$ cat config.mk
export PLATFORM = sky130hd
export DESIGN_NAME = fpu_div_seq
export DESIGN_NICKNAME = d
export VERILOG_FILES = /design/src/rtl/fpu_div_seq.sv
export SDC_FILE = /design/constraint.sdc
export NUM_CORES = 1
export LEC_CHECK = 0
export CORE_MARGIN = 8
export CORE_UTILIZATION = 40
export DETAILED_ROUTE_END_ITERATION = 12
export MAX_ROUTING_LAYER = met4
export PLACE_DENSITY = 0.72
export SYNTH_ARGS = -nofsm -noshare
export SYNTH_HDL_FRONTEND = slang
export SYNTH_SLANG_ARGS = --single-unit
$ cat constraint.sdc
create_clock -name i_clk -period 4.4 [get_ports i_clk]
set_input_delay 0.88 -clock i_clk [delete_from_list [all_inputs] [get_ports i_clk]]
set_output_delay 0.88 -clock i_clk [all_outputs]
set_load 0.01 [all_outputs]
$ cat src/rtl/fpu_div_seq.sv
// Sequential IEEE-754 single-precision divider: restoring mantissa division,
// one quotient bit per clock, then normalise, round half-up and saturate/flush.
module fpu_div_seq #(
  parameter int SIZE_DATA = 32
) (
  input  logic                 i_clk,
  input  logic                 i_rst_n,
  input  logic                 i_start,
  input  logic [SIZE_DATA-1:0] i_32_a,
  input  logic [SIZE_DATA-1:0] i_32_b,
  output logic                 o_ready,
  output logic                 o_valid,
  output logic [SIZE_DATA-1:0] o_32_div
);

  typedef enum logic [1:0] {IDLE, CALC, NORM, DONE} state_t;

  state_t state, state_nxt;

  logic              start_acc;
  logic              a_zero, b_zero;
  logic signed [9:0] exp_a_s, exp_b_s;

  logic              sign_p0;
  logic [23:0]       mb_p0;
  logic signed [9:0] exp_p0;

  logic [25:0]       q_p1;
  logic [25:0]       rem_p1;
  logic [4:0]        cnt_p1;
  logic              rem_ge;
  logic [25:0]       rem_diff;

  logic [31:0]       res_p2;

  function automatic logic [31:0] special_res(input logic sign, input logic div_zero);
    if (div_zero) return {sign, 8'hFF, 23'h0};
    return {sign, 31'h0};
  endfunction

  // Normalise the 26-bit quotient, round half-up, then saturate or flush.
  function automatic logic [31:0] round_norm(input logic sign, input logic [25:0] q,
                                             input logic signed [9:0] e);
    logic [24:0]       man;
    logic              rnd;
    logic signed [9:0] ex;
    if (q[25]) begin
      man = {1'b0, q[25:2]};
      rnd = q[1];
      ex  = e;
    end else begin
      man = {1'b0, q[24:1]};
      rnd = q[0];
      ex  = e - 10'sd1;
    end
    man = man + {24'd0, rnd};
    if (man[24]) begin
      man = 25'h0800000;
      ex  = ex + 10'sd1;
    end
    if (ex >= 10'sd255) return {sign, 8'hFF, 23'h0};
    if (ex <= 10'sd0)   return {sign, 31'h0};
    return {sign, ex[7:0], man[22:0]};
  endfunction

  assign start_acc = (state == IDLE) && i_start;
  assign a_zero    = (i_32_a[30:23] == 8'd0);
  assign b_zero    = (i_32_b[30:23] == 8'd0);
  assign exp_a_s   = $signed({2'b00, i_32_a[30:23]});
  assign exp_b_s   = $signed({2'b00, i_32_b[30:23]});
  assign o_ready   = (state == IDLE);

  assign rem_ge   = (rem_p1 >= {2'b00, mb_p0});
  assign rem_diff = rem_p1 - {2'b00, mb_p0};

  always_comb begin
    state_nxt = state;
    case (state)
      IDLE: if (i_start) state_nxt = (a_zero || b_zero) ? DONE : CALC;
      CALC: if (cnt_p1 == 5'd25) state_nxt = NORM;
      NORM: state_nxt = DONE;
      DONE: state_nxt = IDLE;
      default: state_nxt = IDLE;
    endcase
  end

  // Stage p1: control, quotient/remainder iteration and output register
  always_ff @(posedge i_clk or negedge i_rst_n) begin
    if (!i_rst_n) begin
      state    <= IDLE;
      q_p1     <= '0;
      rem_p1   <= '0;
      cnt_p1   <= '0;
      o_valid  <= 1'b0;
      o_32_div <= '0;
    end else begin
      state   <= state_nxt;
      o_valid <= (state == DONE);
      if (state == DONE) o_32_div <= res_p2;
      if (start_acc) begin
        q_p1   <= '0;
        rem_p1 <= {3'b001, i_32_a[22:0]};
        cnt_p1 <= '0;
      end else if (state == CALC) begin
        q_p1   <= {q_p1[24:0], rem_ge};
        rem_p1 <= rem_ge ? {rem_diff[24:0], 1'b0} : {rem_p1[24:0], 1'b0};
        cnt_p1 <= cnt_p1 + 5'd1;
      end
    end
  end

  // Stage p0/p2: captured operands and the pending result
  always_ff @(posedge i_clk) begin
    if (start_acc) begin
      sign_p0 <= i_32_a[31] ^ i_32_b[31];
      mb_p0   <= {1'b1, i_32_b[22:0]};
      exp_p0  <= exp_a_s - exp_b_s + 10'sd127;
      res_p2  <= special_res(i_32_a[31] ^ i_32_b[31], b_zero);
    end else if (state == NORM) begin
      res_p2  <= round_norm(sign_p0, q_p1, exp_p0);
    end
  end

endmodule

* Word-level counts from Yosys, hierarchy flattened
Index checks and enable logic that the tools add are counted.
Storage, ports and cells: register bits after elaboration 158, output and inout bits 34
Operators by class: $add $sub $neg 7, $lt $le $gt $ge 3, equality and inequality tests 6, muxes and demuxes 41, bitwise logic cells 1, reductions and logical operators 8
Operator list (number):
- $mux W32 | 8
- $mux W26 | 5
- $mux W10 | 6
- $mux W25 | 2
- $ge A26 B24 Y1 | 1
- $add A25 B1 Y25 | 1
- $sub A25 B24 Y25 | 1
- $mux W24 | 1
- $mux W23 | 1
- $logic_not A8 Y1 | 2
- $mux W1 | 12
- $add A10 B2 Y10 const B | 1
- $add A9 B8 Y10 const B | 1
- $ge A10 B9 Y1 const B | 1
- $le A10 B1 Y1 const B | 1
- $mux W5 | 2
- $sub A10 B2 Y10 const B | 1
- $sub A8 B8 Y9 | 1
- $pmux W2 S4 | 1
- $mux W2 | 3
- $add A5 B1 Y5 const B | 1
- $eq A5 B5 Y1 const B | 1
- $eq A2 B2 Y1 const B | 2
- $ne A2 B2 Y1 const B | 2
- 7 further kinds | 8

* Longest topological paths before layout
depth in word-level cells 19, mapped depth 17, mapped depth without buffers 13

* Least setup slack after synthesis
OpenSTA, ideal clock, no wires.
kind flip-flop to flip-flop, start point register q_p1[25], end point register res_p2[11] (data pin), arrival 3896 ps, data required time 4118 ps, setup slack 222 ps, cell stages (with the launch flop) 18, buffers on the path 5, clock period less this slack 4178 ps, path through dfrtp_1 > buf_6 > buf_6 > clkbuf_1 > clkbuf_1 > mux2_2 > ha_1 > ha_1 > nand3_1 > or3_1 > nor2_4 > nand3_2 > mux2_2 > nor4b_2 > a31o_1 > nand4b_4 > buf_6 > a211oi_2
Between the ends: longest elaborated chain between the ends 16, elaborated cells on any way between the ends 29
RTL lines:
- start, declared | RTL line 28 | logic [25:0] q_p1;
- start signal, assigned | RTL line 105 | q_p1 <= {q_p1[24:0], rem_ge};
- $mux W24 (tied with other cells) | RTL line 47 | if (q[25]) begin
- $mux W25 (tied with other cells) | RTL line 119 | end else if (state == NORM) begin
- $mux W25 (tied with other cells) | RTL line 114 | if (start_acc) begin
- $add A25 B1 Y25 / $add A10 B2 Y10 (equally long branches) | RTL line 56, 59
- $mux W10 | RTL line 57 | if (man[24]) begin
- $mux W10 | RTL line 119
- $mux W10 | RTL line 114
- $le A10 B1 Y1 | RTL line 62 | if (ex <= 10'sd0) return {sign, 31'h0};
- $mux W1 (2 in a row) | RTL line 62
- $mux W1 | RTL line 119
- $mux W1 | RTL line 114
- $mux W32 | RTL line 63 | return {sign, ex[7:0], man[22:0]};
- $mux W32 * | RTL line 62
- $mux W32 * | RTL line 119
- $mux W32 * | RTL line 114
- end signal, assigned | RTL line 118 | res_p2 <= special_res(i_32_a[31] ^ i_32_b[31], b_zero);
- end signal, assigned | RTL line 120 | res_p2 <= round_norm(sign_p0, q_p1, exp_p0);
- end, declared | RTL line 34 | logic [31:0] res_p2;
Mark *: on every way between the ends. The rest lies on a longest branch, timed or not. The select of a mux whose other input is x is not followed. A chain may end at the register's enable or synchronous reset.

* Worst setup path after layout
start point register q_p1[25], end point register res_p2[5] (data pin)
The elaborated chain is that of the path after synthesis.

==> flow_summary.ini <==
[timing]
drv_slew = 0
finalSetupViolations = 0
fmax_ghz = 0.253
clock_skew_ps = 10.0
max_slew_margin_pct = 41.1
tightest_slew_ps = 875
finalHoldViolations = 0
fin_crit_ps = 3960
setup_tns_ps = 0
rsz0062_at_grt = no
fin_crit_sh_pct = 90.0

[clocking]
path_clk_slew_ps = 70
clk_latency_ps = 430
cts_hold_buf = 0
cts_tree = built
cts_sinks = 158
cts_root_buf = clkbuf_16
cts_resized = 0
post-cts-setup-buffers = 0
numCtsBuffers = 17
htree_levels = 4
cts_buffer_depth = 2

[synthesis]
netlist_area_mm2 = 0.00965
ys_seq_elements = 158
yosysUniqueCellTypes = 72
synth_async_sr_flop_share_pct = 58.2
synthCells = 947
netlist_top_cells_area = dfrtp_1 24%, edfxtp_1 21%, mux2i_1 5.6%
synth_top_area_share_pct = 23.9
syn-num-nets = 1058
synth-edff-count = 66
seq_area_frac_synth_pct = 44.4
synth_ff_type = dfrtp_1
synth_top_area_cell = dfrtp_1
postSynthAreaPerCell_um2 = 10.2
ys_warn_count = 0

[critical_path]
critical_path_class = flop to flop
crit_required_ps = 4650
worstPathMaxFanout = 23
cp-start-kind = flop
end_kind = flop
arrival_ps = 4210

[pwr]
leakage_nw = 4.74
power.density_mw_per_mm2 = 678
ir_drop_uv = 245

[floorplanning]
die-area_mm2 = 0.0294
die_y_um = 171
die_x_um = 171
rows = 57
start_util_pct = 40.2
boundaryPins = 101
core_mm2 = 0.0240

[global_routing]
first_global_vias = 7214
grt_max_degree = 70
grt.total_usage_pct = 15.2
gr-total-overflow = 0
grt_pass1_wl_um = 35200
antenna_found_initial = 0

[drt]
drc = 0
drt_iter0_markers = 334
vias_per_cell = 5.18
dr.pass1.iters = 5
vias = 7095
ant_nets = 0
finalWirelength_um = 21000
wl_per_cell_um = 15.3

[layout]
nNetsFinal = 1143
area_delta_synth_final_pct = 19.8
multiInputGateArea_mm2 = 0.00495
antenna_cells = 0
layoutNonFillerInstCount = 1369
seq_area_mm2 = 0.00429
final_common_cell = clkdlybuf4s50_1
utilization_pct = 48.1
layout-drive-gt1-share_pct = 10.9
n_fill_cell = 2205
final_cell_mix = 99 x clkdlybuf4s50_1, 93 x nor2_1, 91 x dfrtp_1

[run]
maxCapViolations = 0

[placement]
finalWeightedCongestion = 0.826
hpwl_um = 14800
place.port_buffers = 100
dp.cells = 1337

[min_path]
min_path_type = flop to flop

[status]
outcome = complete, no violations
-- registers in the layout, summed over array words and instances, names as in the netlist, 2 cells and up --
signal    cells
o_32_div     32
res_p2       32
q_p1         26
rem_p1       26
mb_p0        23
exp_p0       10
cnt_p1        5
state         2
-- synthesized netlist by cell type (2+ instances only) --
cell / count
o31ai_1: 4
clkbuf_1: 29
edfxtp_1: 66
xnor2_1: 45
nand2_1: 61
xor2_1: 38
nor2b_1: 15
a21oi_1: 58
a211oi_1: 4
o211ai_1: 5
or3_1: 3
nor4_2: 2
mux2_2: 41
nor4_1: 7
a31oi_1: 10
fa_1: 2
a21o_1: 26
o221ai_1: 2
nor3_1: 18
ha_1: 42
nor2_1: 93
o22a_1: 2
buf_6: 3
or4_1: 3
mux2i_1: 54
o2111ai_1: 2
nor4b_2: 2
nor3_2: 2
and2_1: 4
o21ai_1: 2
buf_1: 6
inv_1: 59
o21a_1: 8
o21ai_0: 42
and3_1: 14
nor3b_1: 2
nand2b_1: 3
a211oi_2: 9
a21boi_0: 2
nand4_1: 11
dfrtp_1: 92
buf_2: 4
and4_1: 3
nand3_1: 18
o21bai_1: 2
-- final cells by class --
| cell class | count | area share (%) |
|---|---|---|
| repair buffers | 109 | 9.54 |
| well taps | 324 | 3.51 |
| flip-flops and latches | 158 | 37.1 |
| clock buffers | 18 | 3.80 |
| inverters | 60 | 1.96 |
| multi-input cells | 686 | 42.8 |
| clock inverters | 14 | 1.29 |
-- through the flow --
step | total power, mW | setup slack [ps] | cell area, µm² | hold WS [ps]
CTS | 7.92 | 453 | 11600 | 480
finish | 7.84 | 441 | 11600 | 474
global placement | 6.32 | 700 | 11000 | 459
floorplan | 5.33 | 222 | 9650 | 454
detailed placement | 6.41 | 468 | 11000 | 464
global route | 8.45 | 125 | 11600 | 496
-- worst paths after layout --
| kind | endpoint | slack, ps | from | cells past startpoint |
|---|---|---|---|---|
| setup / recovery | res_p2[5]$_SDFFCE_PP0P_ | 440 | q_p1[25]$_DFFE_PN0P_ | 12 |
| setup reg to reg | res_p2[5]$_SDFFCE_PP0P_ | 440 | q_p1[25]$_DFFE_PN0P_ | 12 |
| min in group asynchronous | o_32_div[22]$_DFFE_PN0P_ | 510 | i_rst_n | 1 |
| hold reg to reg | o_32_div[3]$_DFFE_PN0P_ | 470 | res_p2[3]$_SDFFCE_PP0P_ | 1 |
| max in group asynchronous | rem_p1[10]$_DFFE_PN0P_ | 2870 | i_rst_n | 2 |
| hold / removal | o_32_div[3]$_DFFE_PN0P_ | 470 | res_p2[3]$_SDFFCE_PP0P_ | 1 |
-- cell families after synthesis --
group,after synthesis,synth area share [%]
mux,96,10.5
simple gates,276,14.9
compound gates,187,12.5
xor+xnor,83,7.53
flops,158,44.4
buf+inv,103,4.33
fa+ha+maj,44,5.86
-- where the power goes --
group	leakage (nW)	switching, mW	internal (mW)
registers	1.78	0.393	2.21
logic	2.68	1.98	1.79
clock network	0.277	0.659	0.814
-- per-layer routing --
layer	global-route usage, %	share of wire, %	up-vias
met5	-	0	-
met4	4.20	1.3	0
met3	2.41	3.5	24
met2	23.9	46	126
met1	20.1	49	3407
li1	-	-	3538
-- critical path, cell delays in order (launching register included) --
cell,delay (ps)
dfrtp_2,450
mux2_2,240
ha_1,160
ha_1,200
nand3_1,170
or3_1,520
nor3_1,440
and3_1,240
and4bb_2,240
nor3_1,60
a31o_1,230
nand4b_4,460
nor3b_1,360
No activity file was read; power rests on OpenSTA's default activity.
